===== config.mk =====
export PLATFORM = sky130hd
export DESIGN_NAME = d_array_tracker
export DESIGN_NICKNAME = d
export VERILOG_FILES = /design/src/rtl/d_array_tracker_pkg.sv /design/src/rtl/d_array_tracker_onehot_enc.sv /design/src/rtl/d_array_tracker.sv
export SDC_FILE = /design/constraint.sdc
export NUM_CORES = 1
export LEC_CHECK = 0
export CAP_MARGIN = 0
export CORE_ASPECT_RATIO = 1.2
export CORE_MARGIN = 3
export CORE_UTILIZATION = 57
export CTS_CLUSTER_DIAMETER = 50
export DETAILED_ROUTE_END_ITERATION = 6
export PLACE_DENSITY = 0.82
export REMOVE_ABC_BUFFERS = 1
export SLEW_MARGIN = 20
export SYNTH_ARGS = -nofsm -noshare
export SYNTH_HDL_FRONTEND = slang
export SYNTH_HIERARCHICAL = 1
export SYNTH_SLANG_ARGS = --single-unit

===== constraint.sdc =====
create_clock -name clk -period 3.9 [get_ports clk]
set_input_delay 0.39 -clock clk [delete_from_list [all_inputs] [get_ports clk]]
set_output_delay 0.39 -clock clk [all_outputs]
set_load 0.03 [all_outputs]

===== src/rtl/d_array_tracker_pkg.sv =====
// d_array_tracker_pkg
// Shared constants for the D-array token tracker: tap count, FSM state
// encodings and the special token-position codes.
package d_array_tracker_pkg;

  localparam int NUM_TAPS = 5;

  // FSM state encodings (3-bit)
  localparam logic [2:0] ST_IDLE  = 3'd0;
  localparam logic [2:0] ST_TRACK = 3'd1;
  localparam logic [2:0] ST_ARM   = 3'd2;
  localparam logic [2:0] ST_DONE  = 3'd3;
  localparam logic [2:0] ST_ERR   = 3'd4;

  // Token position codes
  localparam logic [2:0] POS_NONE   = 3'd0;
  localparam logic [2:0] POS_FIRST  = 3'd1;
  localparam logic [2:0] POS_MULTI  = 3'd7;

  // Position code of the last tap, where a pass completes.
  localparam logic [2:0] POS_LAST = 3'(NUM_TAPS);

  // True when the state keeps the tracker busy.
  function automatic logic state_is_busy(input logic [2:0] st);
    return (st == ST_TRACK) || (st == ST_ARM);
  endfunction

endpackage


===== src/rtl/d_array_tracker_onehot_enc.sv =====
// d_array_onehot_enc
// Combinational encoder: 5-bit tap vector -> 3-bit token position.
// Ports:
//   vec_i [4:0] : tap vector {q5,q4,q3,q2,q1}
//   pos_o [2:0] : 0 = no tap high, 1..5 = single tap, 7 = more than one tap high
module d_array_onehot_enc
  import d_array_tracker_pkg::*;
(
  input  logic [4:0] vec_i,
  output logic [2:0] pos_o
);

  always_comb begin
    pos_o = POS_MULTI;
    case (vec_i)
      5'b00000: pos_o = POS_NONE;
      5'b00001: pos_o = 3'd1;
      5'b00010: pos_o = 3'd2;
      5'b00100: pos_o = 3'd3;
      5'b01000: pos_o = 3'd4;
      5'b10000: pos_o = 3'd5;
      default:  pos_o = POS_MULTI;
    endcase
  end

endmodule


===== src/rtl/d_array_tracker.sv =====
// d_array_tracker
// Consumer of the 5-tap D flip-flop shift array. Checks that a single-cycle
// token launched at q1 walks to q5 one tap per clock, counts clean passes,
// pulses done after NUM_PASSES passes and latches a sticky error on any
// protocol violation. All outputs are registered.
// Ports:
//   clk            : rising-edge clock shared with the shift array
//   reset          : synchronous active-high reset
//   q1..q5         : shift-array taps
//   pos [2:0]      : registered token position (0 none, 1..5 tap, 7 multi)
//   busy           : high while tracking a pass or armed for the next launch
//   done           : one-cycle pulse when NUM_PASSES passes complete
//   err            : sticky protocol error, cleared only by reset
//   pass_count[3:0]: completed passes since the last launch from idle
//
// state | meaning
// IDLE  | waiting for the first launch (v == 00001)
// TRACK | token in flight, expecting it at tap exp
// ARM   | pass complete, waiting up to TIMEOUT idle cycles for next launch
// DONE  | all passes complete, done pulsed for this one cycle
// ERR   | protocol violation seen, held until reset
module d_array_tracker
  import d_array_tracker_pkg::*;
#(
  parameter int NUM_PASSES = 1,
  parameter int TIMEOUT    = 15
) (
  input  logic       clk,
  input  logic       reset,
  input  logic       q1,
  input  logic       q2,
  input  logic       q3,
  input  logic       q4,
  input  logic       q5,
  output logic [2:0] pos,
  output logic       busy,
  output logic       done,
  output logic       err,
  output logic [3:0] pass_count
);

  localparam logic [3:0] PASS_TARGET = 4'(NUM_PASSES);
  localparam logic [7:0] TIMER_LAST  = 8'(TIMEOUT - 1);

  logic [4:0] v;
  logic [2:0] enc_pos;

  logic [2:0] state_q, state_d;
  logic [2:0] exp_q,   exp_d;
  logic [7:0] timer_q, timer_d;
  logic [3:0] pc_q,    pc_d;
  logic [2:0] pos_q;
  logic       busy_q, done_q, err_q;
  logic [3:0] pc_inc;

  assign v = {q5, q4, q3, q2, q1};

  // The same encoder drives pos and the one-hot check: v equals one-hot(exp)
  // exactly when its encoded position equals exp, since exp is never 0 or 7.
  d_array_onehot_enc u_enc (
    .vec_i (v),
    .pos_o (enc_pos)
  );

  assign pc_inc = pc_q + 4'd1;

  always_comb begin
    state_d = state_q;
    exp_d   = exp_q;
    timer_d = timer_q;
    pc_d    = pc_q;
    case (state_q)
      ST_IDLE: begin
        if (enc_pos == POS_FIRST) begin
          state_d = ST_TRACK;
          exp_d   = 3'd2;
          pc_d    = 4'd0;
        end
      end
      ST_TRACK: begin
        if (enc_pos != exp_q) begin
          state_d = ST_ERR;
        end else if (exp_q != POS_LAST) begin
          exp_d = exp_q + 3'd1;
        end else begin
          pc_d = pc_inc;
          if (pc_inc == PASS_TARGET) begin
            state_d = ST_DONE;
          end else begin
            state_d = ST_ARM;
            timer_d = 8'd0;
          end
        end
      end
      ST_ARM: begin
        // A launch wins over a timer expiring on the same edge.
        if (enc_pos == POS_FIRST) begin
          state_d = ST_TRACK;
          exp_d   = 3'd2;
        end else if (enc_pos == POS_NONE) begin
          timer_d = timer_q + 8'd1;
          if (timer_q == TIMER_LAST) begin
            state_d = ST_ERR;
          end
        end else begin
          state_d = ST_ERR;
        end
      end
      ST_DONE: state_d = ST_IDLE;
      ST_ERR:  state_d = ST_ERR;
      default: state_d = ST_IDLE;
    endcase
  end

  // Status flags are registered from the next state so they line up with it.
  always_ff @(posedge clk) begin
    if (reset) begin
      state_q <= ST_IDLE;
      exp_q   <= 3'd0;
      timer_q <= 8'd0;
      pc_q    <= 4'd0;
      pos_q   <= POS_NONE;
      busy_q  <= 1'b0;
      done_q  <= 1'b0;
      err_q   <= 1'b0;
    end else begin
      state_q <= state_d;
      exp_q   <= exp_d;
      timer_q <= timer_d;
      pc_q    <= pc_d;
      pos_q   <= enc_pos;
      busy_q  <= state_is_busy(state_d);
      done_q  <= (state_d == ST_DONE);
      err_q   <= (state_d == ST_ERR);
    end
  end

  assign pos        = pos_q;
  assign busy       = busy_q;
  assign done       = done_q;
  assign err        = err_q;
  assign pass_count = pc_q;

endmodule


# [Yosys cells after proc, flatten, opt, wreduce, memory -nomap -nowiden]
# Cells that the tools add are included.
# W data, S select, Z words.
[word_totals] register_bits=24 wordCells=70
[classes] add_sub_neg=3 n_eq_ne=25 n_mux=23 n_reduce_logical=11
[op_table] op="$mux W8" count=5
[op_table] op="$mux W3" count=9
[op_table] op="$pmux W3 S6" count=1
[op_table] op="$pmux W8 S2" count=1
[op_table] op="$ne A2 B2 Y1 const B" count=7
[op_table] op="$mux W4" count=3
[op_table] op="$pmux W3 S4" count=1
[op_table] op="$eq A3 B1 Y1 const B" count=3
[op_table] op="$eq A3 B2 Y1 const B" count=3
[op_table] op="$add A8 B1 Y8 const B" count=1
[op_table] op="$eq A8 B4 Y1 const B" count=1
[op_table] op="$pmux W4 S2" count=1
[op_table] op="$reduce_and A4 Y1" count=2
[op_table] op="$eq A3 B3 Y1 const B" count=2
[op_table] op="$logic_not A3 Y1" count=2
[op_table] op="$pmux W3 S2" count=1
[op_table] op="$reduce_and A6 Y1" count=1
[op_table] op="$reduce_bool A2 Y1" count=3
[op_table] op="$eq A5 B1 Y1 const B" count=1
[op_table] op="$eq A5 B2 Y1 const B" count=1
[op_table] op="$eq A5 B3 Y1 const B" count=1
[op_table] op="$eq A5 B4 Y1 const B" count=1
[op_table] op="$eq A5 B5 Y1 const B" count=1
[op_table] op="$logic_not A5 Y1" count=1
[op_table] op="9 further kinds" count=9

# [Depth between registers and ports, before layout]
# Gate-level depths: netlist of run 1.
[depth] ltp_word=8 mapped_depth=7 mapped_depth_nobuf=7

# [Modules after synthesis]
# Netlist of run 1, hierarchy kept.
[by_module_without_submodules] mod="d_array_tracker" instances=1 cells_per_inst=142 area_per_inst_um2=1229.9 seq_area_each_um2=480.5
[by_module_without_submodules] mod="d_array_onehot_enc" instances=1 cells_per_inst=7 area_per_inst_um2=38.8 seq_area_each_um2=0.0

# [Least setup slack after synthesis of run 1]
# Ideal clock, no wire load.
[synth_timing] kind="input -> register" start="in q3" end="reg pc_q[3], in the netlist pass_count[3]" setup_ns=0.075 t_arrival_ns=2.141 required_ns=3.825 path_slack_ns=1.684 cell_stages=7 n_path_buf=0 cell_sequence="a21oi_1 o21ai_0 xor2_1 and4bb_2 nand2_1 or3_1 a31oi_1"
[synth_between] elab_chain_len=5 elab_cells_between_ends=12 cone_classes="eq/ne: 9; mux: 1; reduce/logical: 2"
[synth_rtl] item="start: declaration" line_no="d_array_tracker.sv:32" source="input logic q3,"
[synth_rtl] item="$eq A5 B5 Y1 (tied with other cells)" line_no="d_array_tracker_onehot_enc.sv:15" source="case (vec_i)"
[synth_rtl] item="$pmux W3 S6 *" line_no="d_array_tracker_onehot_enc.sv:15"
[synth_rtl] item="named net enc_pos[2]" line_no="d_array_tracker.sv:46" source="logic [2:0] enc_pos;"
[synth_rtl] item="$eq A3 B1 Y1 or $ne A3 B3 Y1 (tied branches)" line_no="d_array_tracker.sv:74, d_array_tracker.sv:81"
[synth_rtl] item="$ne A2 B2 Y1 (no source line)"
[synth_rtl] item="$reduce_and A4 Y1 (no source line) *"
[synth_rtl] item="end signal: assignment" line_no="d_array_tracker.sv:130" source="pc_q <= pc_d;"
[synth_rtl] item="end: declaration" line_no="d_array_tracker.sv:51" source="logic [3:0] pc_q, pc_d;"
# The timed path passes the listed nets; every way through them passes the cells marked *.
# A chain may end at the register's enable or synchronous reset.

# [Worst setup path after layout of run 1]
# Same ends and word-level chain as after synthesis.

==> results of run 1 <==
## state kept, by name, summed over array words and instances (netlist names)
register	cells
timer_q	8
pass_count	4
exp_q	3
pos	3
state_q	3
busy	1
done	1
err	1
## cell type report
class	count	area (um^2)	share of cell area
tap	30	37.5	0.0253
inverter	7	26.3	0.0177
sequential	24	480	0.324
multi-input combinational	115	743	0.501
timing repair buffer	16	160	0.108
clock buffer	4	36.3	0.0245
## routing by layer
metal,wire length [um],up-vias
met4,25,0
li1,-,586
met3,39,4
met5,0,-
met1,1190,551
met2,1550,8
## how the worst max path moves through the flow
stage	from	endpoint	slack [ps]	cells after the start
final	q3	pass_count[3]$_SDFFE_PP0P_	1090	8
after floorplan	q3	pass_count[3]$_SDFFE_PP0P_	1680	7
after CTS	q3	pass_count[3]$_SDFFE_PP0P_	1100	8
after global routing	q3	pass_count[3]$_SDFFE_PP0P_	900	8
after global placement	q4	pass_count[3]$_SDFFE_PP0P_	890	8
after detailed placement	q3	pass_count[3]$_SDFFE_PP0P_	770	8
## through the flow
step	hold WS, ps	util
2_1_floorplan	452	-
3_3_place_gp	478	0.691
3_5_place_dp	498	0.691
4_1_cts	514	0.708
5_1_grt	551	0.708
6_report	509	0.708
## critical path, delay by kind of cell
kind / cells / cell delay [ps]
simple gates: 3 / 970
compound gates: 3 / 940
buf+inv: 1 / 510
xor+xnor: 1 / 220
## report_power, final
| group | leakage (nW) | switching (mW) | internal, mW |
|---|---|---|---|
| clock | 0.0210 | 0.0746 | 0.0571 |
| combinational | 0.328 | 0.0185 | 0.0134 |
| sequential | 0.194 | 0.00102 | 0.248 |
## Yosys cell counts, types with 2 or more instances
library cell  number  area (um^2)
a21boi_0           2         15.0
a21oi_1           16         80.1
a31oi_1            3         18.8
and3_1             2         12.5
clkbuf_1           2         7.51
dfxtp_1           24          480
ha_1               6         75.1
inv_1              7         26.3
nand2_1            7         26.3
nand3_1            6         30.0
nor2_1            17         63.8
nor2b_1            5         31.3
nor3_1             5         25.0
nor3b_1            2         15.0
nor4_1             2         12.5
o211a_1            2         20.0
o211ai_1           2         15.0
o21ai_0           11         55.1
or3_1              5         31.3
xor2_1             2         17.5
## logic make-up (layout without fill, tap and decap cells)
kind of cell,count (synthesis),after routing
xor gates and xnor gates,3,3
muxes,1,1
buffers and inverters,10,27
AOI/OAI and AO/OA,44,44
DFF,24,24
adders and majority gates,6,6
and+or+nand+nor,61,61
==> flow_summary.json, run 1 <==
{
  "synth.area.mux_share": 0.00888,
  "worstPathArrival_ps": 3030,
  "grt_usage": 0.207,
  "peakVddDrop_mv": 0.209,
  "layout_setup_ws_ps": 1090,
  "max_cap_viol_count": 0,
  "min_to": "timer_q[7]$_SDFFE_PP0P_",
  "hpwl_um": 2090,
  "area_growth_pct": 17.0,
  "worst_setup_path_end_kind": "flip-flop",
  "r2r_slack_ps": 1820,
  "synth_top_family_by_area": "simple AND/OR/NAND/NOR gates",
  "r2r_start": "state_q[1]$_SDFF_PP0_",
  "cts_sinks": 24,
  "min_path_cells": 2,
  "use_met3": 0.0180,
  "synth.avg_cell_area_um2": 8.51,
  "postCtsSetupRepairBufs": 0,
  "io_buffers": 16,
  "setup_viol": 0,
  "diodes": 0,
  "clock.fmax_mhz": 356,
  "synth-xor-area-share": 0.0207,
  "die_area_mm2": 0.00283,
  "wire_per_inst_um": 14.3,
  "clock_latency_ps": 320,
  "synthFlopType": "dfxtp_1",
  "drt_iter0_drc": 32,
  "drc": 0,
  "hold_path.startpoint": "timer_q[7]$_SDFFE_PP0P_",
  "start_util": 0.606,
  "leakage_nw": 0.543,
  "p_per_area_mw_per_mm2": 278,
  "vias_per_cell": 5.86,
  "tightest_slew_ps": 868,
  "clockRootBuffer": "clkbuf_4",
  "grt_start_max_net_pins": 24,
  "layout.nets": 180,
  "synthArstFlopShare": 0,
  "status": "finished clean",
  "hold_viol": 0,
  "coreArea_mm2": 0.00209,
  "syn_inst": 149,
  "r2r.worst_path.cells": 4,
  "pre_cts_slack_ps": 768,
  "fin_skew_ps": 15.3,
  "start_kind": "primary input",
  "dp_cells": 192,
  "vias": 1149,
  "rsz0062_at_grt": "no",
  "yosysWarnings": 6,
  "finalPower_mw": 0.413,
  "rows": 18,
  "cts_max_path_buffers": 2,
  "fin_crit_sh": 0.720,
  "slew_viol_final": 0,
  "grt_pass1_vias": 1123,
  "grtUsageMet2": 0.400,
  "critPathMaxStageDelay_ps": 700,
  "cts_resized": 0,
  "relSlewSlack": 0.415,
  "htreeDepth": 1,
  "wl_um": 2810,
  "hold_buffers": 0,
  "synth_compound_area_frac": 0.218,
  "final_layout_size_suffix_gt1_frac": 0.0602,
  "nFillCells": 180,
  "synth-simple-area-share": 0.279,
  "final_cells": 196,
  "cts_made_buffers": 3,
  "hold_class": "reg2reg",
  "clk_pin_slew_ps": 140,
  "final_cell_area_mm2": 0.00148,
  "antenna_found_initial": 0,
  "period_needed_ps": 2810,
  "slowest_stage": "o21ai_0",
  "r2r-end": "timer_q[3]$_SDFFE_PP0P_",
  "ant_nets": 0,
  "synth_sequential_area_ratio": 0.379,
  "worstPathRequired_ps": 4130,
  "layout_common_cells": "24 x dfxtp_1, 17 x nor2_1, 16 x a21oi_1, 16 x clkdlybuf4s50_1, 11 x o21ai_0",
  "synthDistinctLibCells": 41,
  "cp_cell_sequence": "clkdlybuf4s50_1 > a21oi_1 > o21ai_0 > xor2_1 > and4bb_2 > nand2_1 > or3_1 > a31oi_1",
  "grt_pass1_wl_um": 4700,
  "crit_fanout": 7,
  "gp_congestion": 0.878,
  "final.setup.tns_ps": 0,
  "die-height_um": 57.7,
  "cts_tree": "yes",
  "grt-busiest-layer": "met2",
  "syn_area_mm2": 0.00127,
  "synth_seq_cells": 24,
  "io_pins": 17,
  "layout_commonest_cell": "dfxtp_1",
  "overflow": 0,
  "critical_path_class": "in2reg",
  "place_area_mm2": 0.00145,
  "synthAdderAreaFrac": 0.0592,
  "die_w_um": 49.1,
  "grtUsageMet1": 0.221,
  "firstDrtPassIters": 5,
  "synth_edf_count": 0
}
Note: power is estimated with default switching activity, not from simulation.
==> inputs of run 2 (changes only) <==
--- a/config.mk
+++ b/config.mk
@@ -8,10 +8,10 @@
 export CAP_MARGIN = 0
 export CORE_ASPECT_RATIO = 1.2
 export CORE_MARGIN = 3
-export CORE_UTILIZATION = 57
+export CORE_UTILIZATION = 48
 export CTS_CLUSTER_DIAMETER = 50
 export DETAILED_ROUTE_END_ITERATION = 6
-export PLACE_DENSITY = 0.82
+export PLACE_DENSITY = 0.74
 export REMOVE_ABC_BUFFERS = 1
 export SLEW_MARGIN = 20
 export SYNTH_ARGS = -nofsm -noshare
==> constraint.sdc (replaced) <==
create_clock -name clk -period 2.58 [get_ports clk]
set_input_delay 0.258 -clock clk [delete_from_list [all_inputs] [get_ports clk]]
set_output_delay 0.258 -clock clk [all_outputs]
set_load 0.03 [all_outputs]
==> run 2 against run 1 <==
  * Critical path depth rose by 1
  * Cell count rose by 4.1%
  * Hold slack got worse by 1.6 ps
  * Critical path type unchanged
  * Flip-flop and latch count did not move
  * Register-to-register slack got worse by 1300 ps
  * Sequential power rose by 51%
  * Clock-buffer cell count fell by 1
==> flow_summary.json, run 2 (synthesis gave the netlist of run 1 again) <==
{
  "status": "finished clean",
  "fin_crit_sh": 0.873,
  "vias_per_cell": 5.81,
  "critPathMaxStageDelay_ps": 510,
  "path_depth": 9,
  "coreArea_mm2": 0.00240,
  "die-height_um": 62.3,
  "r2r_slack_ps": 490,
  "cp_cell_sequence": "clkdlybuf4s50_1 > a21oi_1 > o21ai_0 > xor2_1 > and4bb_2 > a31oi_2 > buf_4 > nor2_1 > nor3_1",
  "hold_viol": 0,
  "gp_congestion": 0.842,
  "peakVddDrop_mv": 0.344,
  "cts_resized": 0,
  "p_clk_frac": 0.398,
  "p_per_area_mw_per_mm2": 456,
  "rows": 19,
  "layout_commonest_cell": "dfxtp_1",
  "diodes": 0,
  "cts_sinks": 24,
  "period_needed_ps": 2250,
  "crit_end": "timer_q[5]$_SDFFE_PP0P_",
  "clock.fmax_mhz": 444,
  "cts_made_buffers": 3,
  "relSlewSlack": 0.461,
  "hold_buffers": 0,
  "grt_pass1_vias": 1179,
  "rsz0062_at_grt": "no",
  "layout.nets": 187,
  "worstPathArrival_ps": 2500,
  "worstPathRequired_ps": 2820,
  "antenna_found_initial": 0,
  "start_util": 0.528,
  "swShare": 0.217,
  "r2r.worst_path.cells": 4,
  "leakage_nw": 0.582,
  "htreeDepth": 1,
  "fin_skew_ps": 5.91,
  "tightest_slew_ps": 806,
  "clockRootBuffer": "clkbuf_4",
  "overflow": 0,
  "final.setup.tns_ps": 0,
  "power_switching_mw": 0.154,
  "cts_tree": "yes",
  "hpwl_um": 2070,
  "r2r-end": "timer_q[3]$_SDFFE_PP0P_",
  "p_int_mw": 0.555,
  "grt-busiest-layer": "met2",
  "postCtsSetupRepairBufs": 0,
  "worst_setup_path_end_kind": "flip-flop",
  "grt_pass1_wl_um": 4770,
  "slew_viol_final": 0,
  "firstDrtPassIters": 4,
  "cts_max_path_buffers": 2,
  "path_buf_inv": 2,
  "grtUsageMet2": 0.317,
  "largest_reg_flops": 8,
  "cp_top_family": "compound AO/OA/AOI/OAI gates",
  "max_cap_viol_count": 0,
  "drt_iter0_drc": 32,
  "crit_fanout": 7,
  "wl_um": 2820,
  "final_layout_size_suffix_gt1_frac": 0.0983,
  "r2r_start": "state_q[1]$_SDFF_PP0_",
  "grt_start_max_net_pins": 24,
  "clk_pin_slew_ps": 140,
  "drc": 0,
  "area_growth_pct": 22.5,
  "pwr-share-seq": 0.531,
  "grt_usage": 0.185,
  "slowest_stage": "clkdlybuf4s50_1",
  "critical_path_class": "in2reg",
  "die_w_um": 52.9,
  "grtUsageMet1": 0.212,
  "vias": 1185,
  "io_buffers": 16,
  "finalCoreUtilization": 0.647,
  "hold_class": "reg2reg",
  "setup_viol": 0,
  "io_pins": 17,
  "crit_path_start": "q3",
  "regMostFlops": "timer_q",
  "wire_per_inst_um": 13.8,
  "start_kind": "primary input",
  "use_met3": 0.0311,
  "layout_common_cells": "24 x dfxtp_1, 17 x nor2_1, 16 x a21oi_1, 16 x clkdlybuf4s50_1, 11 x o21ai_0",
  "clock_latency_ps": 320,
  "die_area_mm2": 0.00330,
  "ant_nets": 0,
  "power_frac_comb": 0.071
}
run 2: changes by cell type in the layout (fill, tap and decap cells not counted), sizes merged:
cell | before | now
bufinv | 0 | 1
buf | 0 | 7
clkbuf | 4 | 3
run 2: final cells by class:
cell class	instances	area [um^2]
clock inverter	1	30.0
tap	31	38.8
multi-input combinational	115	743
timing repair buffer	23	213
inverter	7	26.3
fill	199	847
clock buffer	3	22.5
sequential	24	480
run 2: worst min-delay path by stage:
stage	from	endpoint	slack (ps)	cells past startpoint
6_report	timer_q[3]$_SDFFE_PP0P_	timer_q[3]$_SDFFE_PP0P_	510	2
5_1_grt	timer_q[3]$_SDFFE_PP0P_	timer_q[3]$_SDFFE_PP0P_	530	2
3_5_place_dp	timer_q[3]$_SDFFE_PP0P_	timer_q[3]$_SDFFE_PP0P_	490	2
4_1_cts	timer_q[3]$_SDFFE_PP0P_	timer_q[3]$_SDFFE_PP0P_	510	2
3_3_place_gp	timer_q[7]$_SDFFE_PP0P_	timer_q[7]$_SDFFE_PP0P_	480	2
2_1_floorplan	reset	exp_q[2]$_SDFFE_PP0P_	330	1
run 2: power by group through the flow:
stage	sequential, mW	combinational [mW]	clock, mW
after CTS	0.376	0.0507	0.283
after global routing	0.377	0.0545	0.301
after detailed placement	0.384	0.0505	0
final	0.376	0.0504	0.282
after global placement	0.384	0.0488	0
after floorplan	0.391	0.0141	0
run 2: tightest hold or removal path: cells and delay by family (launching register included):
kind / cells / cell delay, ps
flip-flops: 1 / 350
AO/OA/AOI/OAI: 2 / 130
run 2: through the flow:
stage               hold slack (ps)  worst slack [ps]  area [um^2]  cells  total power, mW
finish                          508               327         1550    204            0.708
global placement                479              72.8         1500    200            0.433
detailed placement              490              36.5         1500    200            0.435
CTS                             511               350         1550    204            0.710
global route                    534               163         1550    204            0.733
floorplan                       327               497         1250    146            0.405
run 2: per-layer routing:
layer,part of all wire,routed length (um)
met5,0,0
met4,0.028,79
met3,0.033,94
met2,0.49,1400
met1,0.44,1250
==> inputs of run 3 (changes only) <==
--- a/config.mk
+++ b/config.mk
@@ -6,10 +6,10 @@
 export NUM_CORES = 1
 export LEC_CHECK = 0
 export CAP_MARGIN = 0
-export CORE_ASPECT_RATIO = 1.2
+export CORE_ASPECT_RATIO = 0.8
 export CORE_MARGIN = 3
 export CORE_UTILIZATION = 48
-export CTS_CLUSTER_DIAMETER = 50
+export CTS_CLUSTER_DIAMETER = 100
 export DETAILED_ROUTE_END_ITERATION = 6
 export PLACE_DENSITY = 0.74
 export REMOVE_ABC_BUFFERS = 1
==> run 3 against run 2 <==
  * Non-clock buffer count rose by 1
  * Wire length grew 0.25%
  * Clock skew increased by 1.8 ps
  * Flip-flop and latch count stayed put
  * Hold slack better by 17 ps
  * Power fell by 12%
  * Die area about the same
  * Critical endpoint is now timer_q[1]$_SDFFE_PP0P_
  * Highest routed layer is now met3
==> flow_summary.json, run 3 (synthesis gave the netlist of run 1 again) <==
{
  "status": "finished clean",
  "cts_max_path_buffers": 2,
  "antenna_found_initial": 0,
  "cts_tree": "yes",
  "io_buffers": 16,
  "swShare": 0.227,
  "p_int_mw": 0.484,
  "wire_per_inst_um": 13.5,
  "fin_skew_ps": 7.68,
  "start_kind": "primary input",
  "overflow": 0,
  "rows": 16,
  "clk_pin_slew_ps": 130,
  "tightest_slew_ps": 816,
  "slew_viol_final": 0,
  "final.setup.tns_ps": 0,
  "die-height_um": 52.0,
  "hpwl_um": 2140,
  "leakage_nw": 0.580,
  "die_w_um": 63.5,
  "hold_viol": 0,
  "cp_cell_sequence": "clkdlybuf4s50_1 > a2111o_1 > xnor2_1 > and4bb_2 > a31oi_2 > or3_1 > a21oi_1",
  "cts_made_buffers": 3,
  "io_pins": 17,
  "worstPathRequired_ps": 2810,
  "setup_viol": 0,
  "firstDrtPassIters": 4,
  "relSlewSlack": 0.454,
  "hold_class": "reg2reg",
  "htreeDepth": 1,
  "max_cap_viol_count": 0,
  "grt_pass1_vias": 1063,
  "coreArea_mm2": 0.00248,
  "layout.nets": 188,
  "vias": 1196,
  "gp_congestion": 0.869,
  "grt_usage": 0.179,
  "power_frac_comb": 0.082,
  "p_clk_frac": 0.317,
  "peakVddDrop_mv": 0.243,
  "drc": 0,
  "cts_sinks": 24,
  "p_per_area_mw_per_mm2": 403,
  "layout_commonest_cell": "dfxtp_1",
  "nFillCells": 232,
  "area_growth_pct": 22.3,
  "postCtsSetupRepairBufs": 0,
  "r2r_slack_ps": 480,
  "clock_latency_ps": 320,
  "largest_reg_flops": 8,
  "layout_common_cells": "24 x dfxtp_1, 17 x nor2_1, 16 x a21oi_1, 16 x clkdlybuf4s50_1, 11 x o21ai_0",
  "clock.fmax_mhz": 440,
  "critical_path_class": "in2reg",
  "final_layout_size_suffix_gt1_frac": 0.103,
  "clockRootBuffer": "clkbuf_4",
  "finalPower_mw": 0.626,
  "critPathMaxStageDelay_ps": 520,
  "start_util": 0.511,
  "slowest_stage": "a2111o_1",
  "power_switching_mw": 0.142,
  "drt_iter0_drc": 43,
  "pwr-share-seq": 0.601,
  "period_needed_ps": 2270,
  "regMostFlops": "timer_q",
  "wl_um": 2830,
  "grt_pass1_wl_um": 4790,
  "vias_per_cell": 5.70,
  "crit_fanout": 9,
  "worstPathArrival_ps": 2510,
  "die_area_mm2": 0.00330,
  "whs_ps": 524,
  "finalCoreUtilization": 0.625,
  "rsz0062_at_grt": "no",
  "cts_resized": 0,
  "fin_crit_sh": 0.880,
  "grt_start_max_net_pins": 24,
  "ant_nets": 0,
  "hold_buffers": 0,
  "diodes": 0,
  "worst_setup_path_end_kind": "flip-flop"
}
==> run 3: cell types whose count changed in the layout (fill, tap and decap cells not counted), sizes merged <==
cell    change
buf         +1
clkbuf      +1
bufinv      -1
==> run 3: metrics by stage <==
stage / std cells / setup WS (ps) / cell area [um^2]
2_1_floorplan: 146 / 497 / 1250
3_3_place_gp: 206 / 121 / 1520
3_5_place_dp: 206 / 5.19 / 1520
4_1_cts: 210 / 331 / 1550
5_1_grt: 210 / 189 / 1550
6_report: 210 / 309 / 1550
==> run 3: path summary, 6_finish.rpt <==
kind / startpoint / to / depth (start not counted)
max: q4 / timer_q[1]$_SDFFE_PP0P_ / 7
min: timer_q[7]$_SDFFE_PP0P_ / timer_q[7]$_SDFFE_PP0P_ / 2
max reg2reg: state_q[1]$_SDFF_PP0_ / timer_q[3]$_SDFFE_PP0P_ / 4
min reg2reg: timer_q[7]$_SDFFE_PP0P_ / timer_q[7]$_SDFFE_PP0P_ / 2
==> run 3: cell type report <==
cell class | instances | area, um^2 | share of cell area
multi-input cells | 115 | 743 | 0.479
flip-flops and latches | 24 | 480 | 0.310
repair buffers | 24 | 220 | 0.142
well taps | 36 | 45.0 | 0.0290
clock buffers | 4 | 36.3 | 0.0234
inverters | 7 | 26.3 | 0.0169
==> run 3: critical path: cells and delay by family <==
kind	cells	cell delay, ps
buf+inv	1	450
xor+xnor	1	260
compound gates	3	860
simple gates	2	680
==> run 3: metal layers <==
metal / part of all wire / GRT usage
met1: 0.51 / 0.237
met2: 0.44 / 0.289
met3: 0.049 / 0.0583
met4: 0 / 0.0323
met5: 0 / 0
==> run 3: power groups by stage <==
stage / Sequential, mW / Combinational [mW] / Clock (mW)
2_1_floorplan: 0.391 / 0.0141 / 0
3_3_place_gp: 0.384 / 0.0499 / 0
3_5_place_dp: 0.384 / 0.0511 / 0
4_1_cts: 0.376 / 0.0514 / 0.203
5_1_grt: 0.377 / 0.0555 / 0.217
6_report: 0.376 / 0.0514 / 0.199
